===== src/rtl/cpu_bus_pkg.sv =====
// Shared definitions for the 68000 bus responder: state encoding,
// default decode constants and counter sizing.
package cpu_bus_pkg;

    typedef enum logic [2:0] {
        ST_IDLE,
        ST_MEM_WAIT,
        ST_MEM_ACK,
        ST_VPA_CYC,
        ST_END_WAIT
    } state_t;

    localparam int         RAM_WAIT_DEF = 2;
    localparam int         TIMEOUT_DEF  = 255;
    localparam logic [3:0] VPA_PAGE_DEF = 4'hE;
    localparam logic [2:0] FC_AUTOVEC   = 3'b111;

    // Bits needed to hold the larger of two counts without wrapping.
    function automatic int cnt_width(input int a, input int b);
        int m;
        m = (a > b) ? a : b;
        return (m < 1) ? 1 : $clog2(m + 1);
    endfunction

endpackage


===== src/rtl/cpu_bus_responder_if.sv =====
// 68000 bus signals seen by the responder: strobes, address, function
// code, E-clock sideband and the acknowledge lines driven back.
interface cpu_bus_responder_if;

    logic        cpu_en_p;
    logic        cpu_en_n;
    logic        _cpuAS;
    logic        _cpuUDS;
    logic        _cpuLDS;
    logic        _cpuRW;
    logic [2:0]  cpuFC;
    logic [23:1] cpuAddr;
    logic        _cpuVMA;
    logic        E_falling;
    logic        mem_ready;
    logic        _cpuDTACK;
    logic        _cpuVPA;
    logic        mem_sel;
    logic        via_strobe;
    logic        timeout;

    modport slave (
        input  cpu_en_p,
        input  cpu_en_n,
        input  _cpuAS,
        input  _cpuUDS,
        input  _cpuLDS,
        input  _cpuRW,
        input  cpuFC,
        input  cpuAddr,
        input  _cpuVMA,
        input  E_falling,
        input  mem_ready,
        output _cpuDTACK,
        output _cpuVPA,
        output mem_sel,
        output via_strobe,
        output timeout
    );

    modport master (
        output cpu_en_p,
        output cpu_en_n,
        output _cpuAS,
        output _cpuUDS,
        output _cpuLDS,
        output _cpuRW,
        output cpuFC,
        output cpuAddr,
        output _cpuVMA,
        output E_falling,
        output mem_ready,
        input  _cpuDTACK,
        input  _cpuVPA,
        input  mem_sel,
        input  via_strobe,
        input  timeout
    );

endinterface


===== src/rtl/cpu_bus_responder.sv =====
// Responds to 68000 bus cycles: DTACK for memory with wait/timeout,
// VPA for the E-clock peripheral page and autovector acknowledges.
module cpu_bus_responder
    import cpu_bus_pkg::*;
#(
    parameter int         RAM_WAIT = RAM_WAIT_DEF,
    parameter int         TIMEOUT  = TIMEOUT_DEF,
    parameter logic [3:0] VPA_PAGE = VPA_PAGE_DEF
) (
    input  logic              clk,
    input  logic              reset,
    cpu_bus_responder_if.slave bus
);

    localparam int CW = cnt_width(RAM_WAIT, TIMEOUT);
    localparam logic [CW-1:0] C_WAIT = CW'(RAM_WAIT);
    localparam logic [CW-1:0] C_TMO  = CW'(TIMEOUT);
    localparam logic [CW-1:0] C_ONE  = CW'(1);

    state_t        r_state;
    state_t        w_state_nx;
    logic [CW-1:0] r_wait;
    logic [CW-1:0] w_wait_nx;
    logic [CW-1:0] r_tmo;
    logic [CW-1:0] w_tmo_nx;
    logic          r_avec;
    logic          w_avec_nx;
    logic          r_strobed;
    logic          w_strobed_nx;
    logic          r_dtack_n;
    logic          w_dtack_n_nx;
    logic          r_vpa_n;
    logic          w_vpa_n_nx;
    logic          r_mem_sel;
    logic          w_mem_sel_nx;
    logic          r_via;
    logic          w_via_nx;
    logic          r_tmo_p;
    logic          w_tmo_p_nx;

    logic w_as;
    logic w_avec_hit;
    logic w_vpa_hit;
    logic w_e_hit;
    logic w_unused;

    assign w_as       = !bus._cpuAS;
    assign w_avec_hit = (bus.cpuFC == FC_AUTOVEC);
    assign w_vpa_hit  = (bus.cpuAddr[23:20] == VPA_PAGE);
    assign w_e_hit    = bus.E_falling && !bus._cpuVMA;

    // Data-strobe, direction and low address bits do not affect the
    // acknowledge protocol.
    assign w_unused = &{1'b0, bus._cpuUDS, bus._cpuLDS, bus._cpuRW,
                        bus.cpu_en_n, bus.cpuAddr[19:1]};

    always_ff @(posedge clk) begin
        if (reset) begin
            r_state   <= ST_END_WAIT;
            r_wait    <= '0;
            r_tmo     <= '0;
            r_avec    <= 1'b0;
            r_strobed <= 1'b0;
            r_dtack_n <= 1'b1;
            r_vpa_n   <= 1'b1;
            r_mem_sel <= 1'b0;
            r_via     <= 1'b0;
            r_tmo_p   <= 1'b0;
        end else begin
            r_state   <= w_state_nx;
            r_wait    <= w_wait_nx;
            r_tmo     <= w_tmo_nx;
            r_avec    <= w_avec_nx;
            r_strobed <= w_strobed_nx;
            r_dtack_n <= w_dtack_n_nx;
            r_vpa_n   <= w_vpa_n_nx;
            r_mem_sel <= w_mem_sel_nx;
            r_via     <= w_via_nx;
            r_tmo_p   <= w_tmo_p_nx;
        end
    end

    always_comb begin
        w_state_nx   = r_state;
        w_wait_nx    = r_wait;
        w_tmo_nx     = r_tmo;
        w_avec_nx    = r_avec;
        w_strobed_nx = r_strobed;
        w_dtack_n_nx = 1'b1;
        w_vpa_n_nx   = 1'b1;
        w_mem_sel_nx = 1'b0;
        w_via_nx     = 1'b0;
        w_tmo_p_nx   = 1'b0;

        unique case (r_state)
            ST_IDLE: begin
                if (w_as) begin
                    w_strobed_nx = 1'b0;
                    w_wait_nx    = C_WAIT;
                    w_tmo_nx     = '0;
                    // Autovector wins over the peripheral page.
                    if (w_avec_hit) begin
                        w_state_nx = ST_VPA_CYC;
                        w_avec_nx  = 1'b1;
                        w_vpa_n_nx = 1'b0;
                    end else if (w_vpa_hit) begin
                        w_state_nx = ST_VPA_CYC;
                        w_avec_nx  = 1'b0;
                        w_vpa_n_nx = 1'b0;
                    end else begin
                        w_state_nx   = ST_MEM_WAIT;
                        w_avec_nx    = 1'b0;
                        w_mem_sel_nx = 1'b1;
                    end
                end
            end

            ST_MEM_WAIT: begin
                if (!w_as) begin
                    w_state_nx = ST_IDLE;
                    w_wait_nx  = '0;
                    w_tmo_nx   = '0;
                end else begin
                    w_mem_sel_nx = 1'b1;
                    if (r_wait == '0 && bus.mem_ready) begin
                        w_state_nx   = ST_MEM_ACK;
                        w_dtack_n_nx = 1'b0;
                    end else if (r_tmo >= C_TMO) begin
                        w_state_nx   = ST_MEM_ACK;
                        w_dtack_n_nx = 1'b0;
                        w_tmo_p_nx   = 1'b1;
                    end else if (bus.cpu_en_p) begin
                        if (r_wait != '0) begin
                            w_wait_nx = r_wait - C_ONE;
                        end
                        w_tmo_nx = r_tmo + C_ONE;
                    end
                end
            end

            ST_MEM_ACK: begin
                if (!w_as) begin
                    w_state_nx = ST_IDLE;
                    w_wait_nx  = '0;
                    w_tmo_nx   = '0;
                end else begin
                    w_dtack_n_nx = 1'b0;
                    w_mem_sel_nx = 1'b1;
                end
            end

            ST_VPA_CYC: begin
                if (!w_as) begin
                    w_state_nx = ST_IDLE;
                end else begin
                    w_vpa_n_nx = 1'b0;
                    // One peripheral access per bus cycle.
                    if (!r_avec && !r_strobed && w_e_hit) begin
                        w_via_nx     = 1'b1;
                        w_strobed_nx = 1'b1;
                    end
                end
            end

            ST_END_WAIT: begin
                if (!w_as) begin
                    w_state_nx = ST_IDLE;
                end
            end

            default: begin
                w_state_nx = ST_IDLE;
            end
        endcase
    end

    assign bus._cpuDTACK  = r_dtack_n;
    assign bus._cpuVPA    = r_vpa_n;
    assign bus.mem_sel    = r_mem_sel;
    assign bus.via_strobe = r_via;
    assign bus.timeout    = r_tmo_p;

endmodule


===== src/flat_wrapper.sv =====
// flat-port wrapper written by rule: the top's interface ports become plain ports
module cpu_bus_responder_flat import cpu_bus_pkg::*;
#(
    parameter int         RAM_WAIT = RAM_WAIT_DEF,
    parameter int         TIMEOUT  = TIMEOUT_DEF,
    parameter logic [3:0] VPA_PAGE = VPA_PAGE_DEF
)
  (clk, reset, bus_cpu_en_p, bus_cpu_en_n, bus__cpuAS, bus__cpuUDS, bus__cpuLDS, bus__cpuRW, bus_cpuFC, bus_cpuAddr, bus__cpuVMA, bus_E_falling, bus_mem_ready, bus__cpuDTACK, bus__cpuVPA, bus_mem_sel, bus_via_strobe, bus_timeout);
  cpu_bus_responder_if bus_i ();
  input  logic clk;
  input  logic reset;
  input wire logic [$bits(bus_i.cpu_en_p)-1:0] bus_cpu_en_p;
  input wire logic [$bits(bus_i.cpu_en_n)-1:0] bus_cpu_en_n;
  input wire logic [$bits(bus_i._cpuAS)-1:0] bus__cpuAS;
  input wire logic [$bits(bus_i._cpuUDS)-1:0] bus__cpuUDS;
  input wire logic [$bits(bus_i._cpuLDS)-1:0] bus__cpuLDS;
  input wire logic [$bits(bus_i._cpuRW)-1:0] bus__cpuRW;
  input wire logic [$bits(bus_i.cpuFC)-1:0] bus_cpuFC;
  input wire logic [$bits(bus_i.cpuAddr)-1:0] bus_cpuAddr;
  input wire logic [$bits(bus_i._cpuVMA)-1:0] bus__cpuVMA;
  input wire logic [$bits(bus_i.E_falling)-1:0] bus_E_falling;
  input wire logic [$bits(bus_i.mem_ready)-1:0] bus_mem_ready;
  output wire logic [$bits(bus_i._cpuDTACK)-1:0] bus__cpuDTACK;
  output wire logic [$bits(bus_i._cpuVPA)-1:0] bus__cpuVPA;
  output wire logic [$bits(bus_i.mem_sel)-1:0] bus_mem_sel;
  output wire logic [$bits(bus_i.via_strobe)-1:0] bus_via_strobe;
  output wire logic [$bits(bus_i.timeout)-1:0] bus_timeout;
  assign bus_i.cpu_en_p = bus_cpu_en_p;
  assign bus_i.cpu_en_n = bus_cpu_en_n;
  assign bus_i._cpuAS = bus__cpuAS;
  assign bus_i._cpuUDS = bus__cpuUDS;
  assign bus_i._cpuLDS = bus__cpuLDS;
  assign bus_i._cpuRW = bus__cpuRW;
  assign bus_i.cpuFC = bus_cpuFC;
  assign bus_i.cpuAddr = bus_cpuAddr;
  assign bus_i._cpuVMA = bus__cpuVMA;
  assign bus_i.E_falling = bus_E_falling;
  assign bus_i.mem_ready = bus_mem_ready;
  assign bus__cpuDTACK = bus_i._cpuDTACK;
  assign bus__cpuVPA = bus_i._cpuVPA;
  assign bus_mem_sel = bus_i.mem_sel;
  assign bus_via_strobe = bus_i.via_strobe;
  assign bus_timeout = bus_i.timeout;
  cpu_bus_responder #(.RAM_WAIT(RAM_WAIT), .TIMEOUT(TIMEOUT), .VPA_PAGE(VPA_PAGE)) u_core (.clk(clk), .reset(reset), .bus(bus_i));
endmodule

===== config.mk =====
export PLATFORM = sky130hd
export DESIGN_NAME = cpu_bus_responder_flat
export DESIGN_NICKNAME = d
export VERILOG_FILES = /design/src/rtl/cpu_bus_pkg.sv /design/src/rtl/cpu_bus_responder_if.sv /design/src/rtl/cpu_bus_responder.sv /design/src/flat_wrapper.sv
export SDC_FILE = /design/constraint.sdc
export NUM_CORES = 1
export LEC_CHECK = 0
export CORE_MARGIN = 4
export CORE_UTILIZATION = 49
export DETAILED_ROUTE_END_ITERATION = 10
export PLACE_DENSITY = 0.83
export RECOVER_POWER = 100
export SLEW_MARGIN = 0
export SYNTH_ARGS = -nofsm -noshare
export SYNTH_HDL_FRONTEND = slang
export SYNTH_SLANG_ARGS = --single-unit

===== constraint.sdc =====
create_clock -name clk -period 4.8 [get_ports clk]
set_input_delay 0.48 -clock clk [delete_from_list [all_inputs] [get_ports clk]]
set_output_delay 0.48 -clock clk [all_outputs]
set_load 0.02 [all_outputs]

==> impl_metrics.json, run 1 <==
{
  "status": "finished, violations left",
  "violations": "max-capacitance violations, max-slew violations",
  "cp.required_ns": 5.02,
  "postCtsSetupBuffers": 0,
  "first_pass_iters": 4,
  "layout_commonest_cell": "dfxtp_1",
  "antenna_found_initial": 0,
  "rows": 18,
  "viasPerCell": 5.84,
  "synth_cell_type_count": 43,
  "p_leak_nw": 0.538,
  "min_period_over_period_pct": 70.1,
  "maxCapViolations": 1,
  "vdd_ir_drop_max_mv": 0.209,
  "io_pins": 42,
  "min_period_ns": 3.36,
  "rsz0062_at_grt": "no",
  "setup_tns_ns": 0,
  "startpoint": "bus__cpuAS",
  "cts.sinks": 26,
  "skew_ns": 0.000823,
  "regToRegStartpoint": "u_core.r_state[0]",
  "place_congestion": 0.897,
  "setup_viol": 0,
  "clk_pin_slew_ns": 0.13,
  "slew_headroom_pct": -15.0,
  "cpPeakStageDelay_ns": 1.43,
  "ctsLongestPathBuffers": 2,
  "clk_latency_ns": 0.32,
  "fillers": 246,
  "hp-class": "reg2reg",
  "hpwl_um": 2070,
  "hold_buffers": 0,
  "track_usage_pct": 16.7,
  "ys_warn_count": 0,
  "grt_overflow_total": 0,
  "crit_path_top_delay_cell": "o311ai_0",
  "power_w": 0.000378,
  "die_w_um": 60.7,
  "die_h_um": 60.7,
  "fp.coreArea_um2": 2570,
  "dieArea_um2": 3690,
  "grt_pass1_wl_um": 4590,
  "antennaDiodeCount": 0,
  "cp_max_fo": 12,
  "worst_ep_arrival_time_ns": 3.59,
  "h-tree-depth": 1,
  "power_density_nw_per_um2": 247,
  "synth_area_per_cell_um2": 8.51,
  "worstHoldStart": "u_core.r_wait[6]",
  "synth_fp_nets": 200,
  "portBuffers": 18,
  "cts_buffers": 3,
  "vias": 1204,
  "layout-drive-gt1-share_pct": 3.41,
  "wl_per_cell_um": 13.4,
  "cts-root-buf": "clkbuf_4",
  "drc_errors": 0,
  "netlist_instances": 160,
  "final_net_count": 217,
  "tightest_slew_ns": 1.70,
  "start_util_pct": 53.0,
  "cts_tree": "yes",
  "layout_common_cells": "dfxtp_1, nand2_1, nor2_1, o21ai_1, clkdlybuf4s50_1",
  "crit_chain": "dlygate4sd3_1 -> nor2b_1 -> o311ai_0 -> a41oi_1 -> o21ai_0 -> o31ai_1",
  "synth-seq-cells": 26,
  "area_growth_pct": 12.7,
  "cts_resized": 0,
  "start_kind": "input pin",
  "syn-cell-area_um2": 1360,
  "critPathKind": "in2reg",
  "hold_viol": 0,
  "ant_nets": 0,
  "drtIter0Drc": 71,
  "ys_seq_area_share_pct": 38.2,
  "worstSetupEndpointType": "register",
  "grt_max_degree": 16,
  "fmax_mhz": 297,
  "slew_viol_final": 10,
  "grt_pass1_vias": 1076,
  "wirelength_um": 2760
}
flip-flops by register name (all words and copies together), names as in the netlist:
register	count
u_core.bus.timeout	1
u_core.bus.mem_sel	1
u_core.r_tmo	8
u_core.r_strobed	1
u_core.bus._cpuDTACK	1
u_core.bus._cpuVPA	1
u_core.r_state	3
u_core.bus.via_strobe	1
u_core.r_avec	1
u_core.r_wait	8
worst max-delay path: cells and delay by family:
family,cells,cell delay (ns)
and+or+nand+nor,1,0.27
AOI/OAI and AO/OA,4,2.13
buffers and inverters,1,0.70
layer usage:
layer  global-route usage, %  vias up  routed length (µm)
met4                    8.67        0                  63
met1                    21.1      544                1270
met5                       0        -                   0
met3                    2.77        7                 143
met2                    27.2       39                1280
li1                        -      614                   -
synthesized netlist by cell type:
cell / number / share of area (%)
o31ai_1: 4 / 2.2
nand2b_1: 2 / 0.92
or3_1: 5 / 2.3
nor4_1: 1 / 0.46
or4_1: 2 / 1.1
nor2_1: 12 / 3.3
a21oi_1: 10 / 3.7
nand3_1: 5 / 1.8
nor2b_1: 3 / 1.4
and3_1: 1 / 0.46
buf_6: 1 / 0.83
or2_1: 1 / 0.46
o21ai_1: 15 / 5.5
a41oi_1: 1 / 0.64
inv_1: 8 / 2.2
or3_4: 2 / 1.7
o311a_1: 1 / 0.74
dfxtp_1: 26 / 38
o21a_1: 2 / 1.1
a211o_1: 1 / 0.64
xnor2_4: 1 / 2.0
nand2_1: 18 / 5.0
xnor2_1: 1 / 0.64
nand4_2: 1 / 0.92
nand4_1: 3 / 1.4
nor3_1: 5 / 1.8
nor2_2: 1 / 0.46
o41ai_1: 1 / 0.64
nor4b_1: 2 / 1.3
buf_2: 4 / 1.5
nor2b_4: 1 / 1.0
xor2_1: 1 / 0.64
a31oi_1: 1 / 0.46
o21ai_0: 3 / 1.1
ha_1: 3 / 2.8
or4b_1: 1 / 0.74
clkbuf_1: 1 / 0.28
and4_1: 1 / 0.64
a41oi_2: 1 / 1.2
o311ai_4: 1 / 1.9
and2_1: 2 / 0.92
nand4bb_1: 1 / 0.83
mux2i_1: 3 / 2.2
worst paths after layout:
check,slack [ns],end,depth (start not counted)
setup / recovery,1.44,u_core.r_wait[7],6
hold / removal,0.48,u_core.r_wait[6],2
setup reg to reg,1.74,u_core.r_wait[7],5
hold reg to reg,0.48,u_core.r_wait[6],2
kinds of logic (layout without fill, tap and decap cells):
kind of cell	Yosys count	in the layout	share of synthesized area, %
mux	3	3	2.21
simple gates	70	70	28.9
flops	26	26	38.2
buf+inv	14	30	4.78
xor+xnor	3	3	3.31
fa+ha+maj	3	3	2.76
compound gates	41	41	19.9
power by group:
| part | switching [W] | total [W] | leakage (nW) | internal, W |
|---|---|---|---|---|
| logic | 0.0000226 | 0.0000448 | 0.306 | 0.0000222 |
| registers | 0.00000522 | 0.000224 | 0.210 | 0.000219 |
| clock network | 0.0000629 | 0.000109 | 0.0210 | 0.0000465 |
stage by stage:
step / instance area, µm² / setup slack [ns] / std cells / util [%] / hold WS [ns]
final: 1530 / 1.44 / 206 / 59.7 / 0.482
after global routing: 1530 / 1.18 / 206 / 59.7 / 0.519
after CTS: 1580 / 2.31 / 206 / 61.5 / 0.490
after detailed placement: 1540 / 1.97 / 202 / 60.1 / 0.472
after global placement: 1540 / 2.06 / 202 / 60.1 / 0.451
after floorplan: 1360 / 3.13 / 160 / - / 0.437
final cells by class:
| type | count | area, µm² | area share (%) |
|---|---|---|---|
| clock buffer | 4 | 36.3 | 2.37 |
| inverter | 8 | 30.0 | 1.96 |
| sequential | 26 | 520 | 33.9 |
| timing repair buffer | 18 | 180 | 11.7 |
| multi-input combinational | 120 | 729 | 47.6 |
| tap | 30 | 37.5 | 2.45 |
Note: power is estimated with default switching activity, not from simulation.
==> inputs of run 2 (changes only) <==
--- a/config.mk
+++ b/config.mk
@@ -6,9 +6,9 @@
 export NUM_CORES = 1
 export LEC_CHECK = 0
 export CORE_MARGIN = 4
-export CORE_UTILIZATION = 49
+export CORE_UTILIZATION = 46
 export DETAILED_ROUTE_END_ITERATION = 10
-export PLACE_DENSITY = 0.83
+export PLACE_DENSITY = 0.79
 export RECOVER_POWER = 100
 export SLEW_MARGIN = 0
 export SYNTH_ARGS = -nofsm -noshare
==> constraint.sdc (replaced) <==
create_clock -name clk -period 3.24 [get_ports clk]
set_input_delay 0.324 -clock clk [delete_from_list [all_inputs] [get_ports clk]]
set_output_delay 0.324 -clock clk [all_outputs]
set_load 0.02 [all_outputs]
==> run 2 against run 1 <==
  * First-iteration DRC count rose by 93%
  * Via count is 0.17% lower
  * The flow now finishes without violations
  * Die area grew 5.6%
  * Worst setup slack got worse by 0.81 ns
  * Highest routed layer unchanged
==> impl_metrics.json, run 2 (synthesized netlist as in run 1, its figures left out) <==
{
  "die_h_um": 62.4,
  "fmax_mhz": 383,
  "maxCapViolations": 0,
  "cts-root-buf": "clkbuf_4",
  "cpPeakStageDelay_ns": 0.78,
  "layout_common_cells": "dfxtp_1, nand2_1, nor2_1, clkdlybuf4s50_1",
  "dp_cells": 203,
  "track_usage_pct": 14.7,
  "crit_path_top_delay_cell": "dlygate4sd3_1",
  "postCtsSetupBuffers": 0,
  "grt_overflow_total": 0,
  "p_leak_nw": 0.558,
  "hp-class": "reg2reg",
  "fp.coreArea_um2": 2780,
  "clk_latency_ns": 0.32,
  "rsz0062_at_grt": "no",
  "min_period_over_period_pct": 80.6,
  "cts_resized": 0,
  "stdcell_count": 207,
  "start_util_pct": 48.9,
  "sw_frac_of_total_pct": 22.5,
  "seqPwrFrac_pct": 53.1,
  "grt_pass1_vias": 1128,
  "slew_headroom_pct": 60.1,
  "hold_viol": 0,
  "final_net_count": 217,
  "rows": 19,
  "worst_ep_arrival_time_ns": 2.87,
  "antennaDiodeCount": 0,
  "status": "finished clean",
  "crit_chain": "dlygate4sd3_1 -> nor2b_1 -> xnor2_4 -> nand4_2 -> or4_1 -> a21oi_1",
  "cts.sinks": 26,
  "wirelength_um": 2780,
  "skew_ns": 0.00441,
  "multiInputGateArea_um2": 753,
  "area_growth_pct": 15.7,
  "dieArea_um2": 3890,
  "portBuffers": 18,
  "ant_nets": 0,
  "cts_buffers": 3,
  "drtIter0Drc": 137,
  "io_pins": 42,
  "clk_pin_slew_ns": 0.14,
  "wl_per_cell_um": 13.4,
  "layout.area.seq_um2": 520,
  "fillers": 266,
  "min_period_ns": 2.61,
  "layout_commonest_cell": "dfxtp_1",
  "tightest_slew_ns": 0.597,
  "largestRegisters": "u_core.r_tmo: 8 flops, u_core.r_wait: 8 flops, u_core.r_state: 3 flops",
  "vdd_ir_drop_max_mv": 0.221,
  "drc_errors": 0,
  "vias": 1202,
  "grt_pass1_wl_um": 4760,
  "first_pass_iters": 4,
  "internal_power_w": 0.000484,
  "place_congestion": 0.849,
  "start_kind": "input pin",
  "grt_max_degree": 16,
  "p_comb_share_pct": 11.2,
  "worstSetupEndpointType": "register",
  "cp.required_ns": 3.50,
  "hold_buffers": 0,
  "hpwl_um": 2130,
  "cts_tree": "yes",
  "layout-drive-gt1-share_pct": 4.55,
  "antenna_found_initial": 0,
  "power_density_nw_per_um2": 396,
  "clock_power_share_pct": 35.7,
  "ctsLongestPathBuffers": 2,
  "critPathKind": "in2reg",
  "h-tree-depth": 1,
  "switching_power_w": 0.000141,
  "slew_viol_final": 0,
  "setup_viol": 0,
  "die_w_um": 62.4,
  "cp_max_fo": 15,
  "setup_tns_ns": 0,
  "viasPerCell": 5.81
}
[run 2: cell count changes in the layout (fill, tap and decap cells not counted), sizes merged]
| cell | before | now |
|---|---|---|
| dlygate4sd3 | 7 | 6 |
| clkdlybuf4s50 | 11 | 12 |
| clkbuf | 4 | 3 |
| bufinv | 0 | 1 |
[run 2: cell type report]
type	count	area share (%)
clock buffers	3	1.43
clock inverters	1	1.91
inverters	8	1.91
multi-input cells	120	47.8
flip-flops and latches	26	33.0
well taps	31	2.46
repair buffers	18	11.4
[run 2: metrics by stage]
step	area (µm²)	total power (W)	utilization (%)	worst slack, ns	hold WS [ns]
floorplan	1360	0.000386	-	1.57	0.393
global placement	1550	0.000410	55.6	0.637	0.463
detailed placement	1550	0.000412	55.6	0.557	0.472
CTS	1600	0.000636	57.4	0.907	0.491
global route	1580	0.000654	56.6	0.452	0.510
finish	1580	0.000625	56.6	0.630	0.488
[run 2: path summary, 6_finish.rpt]
path / from / to / slack [ns] / depth (start not counted)
worst max-delay path: bus__cpuAS / u_core.r_tmo[5] / 0.63 / 6
worst min-delay path: u_core.r_wait[6] / u_core.r_wait[6] / 0.49 / 2
worst max register to register: u_core.r_state[0] / u_core.r_tmo[5] / 0.97 / 5
worst min register to register: u_core.r_wait[6] / u_core.r_wait[6] / 0.49 / 2
[run 2: metal layers]
metal,part of all wire (%),vias up,track usage (%)
met5,0,-,0
li1,-,614,-
met4,2.0,0,7.16
met2,51,45,25.3
met1,42,537,17.3
met3,5.4,6,2.88
[run 2: worst max-delay path: cells and delay by family]
family | cells | cell delay [ns]
buffers and inverters | 1 | 0.78
xor gates and xnor gates | 1 | 0.19
AOI/OAI and AO/OA | 1 | 0.14
and+or+nand+nor | 3 | 1.43
[run 2: power by group through the flow]
| stage | registers [W] | logic, W | clock network (W) |
|---|---|---|---|
| floorplan | 0.000335 | 0.0000508 | 0 |
| global placement | 0.000339 | 0.0000708 | 0 |
| detailed placement | 0.000339 | 0.0000733 | 0 |
| CTS | 0.000332 | 0.0000738 | 0.000230 |
| global route | 0.000333 | 0.0000768 | 0.000244 |
| finish | 0.000332 | 0.0000698 | 0.000223 |
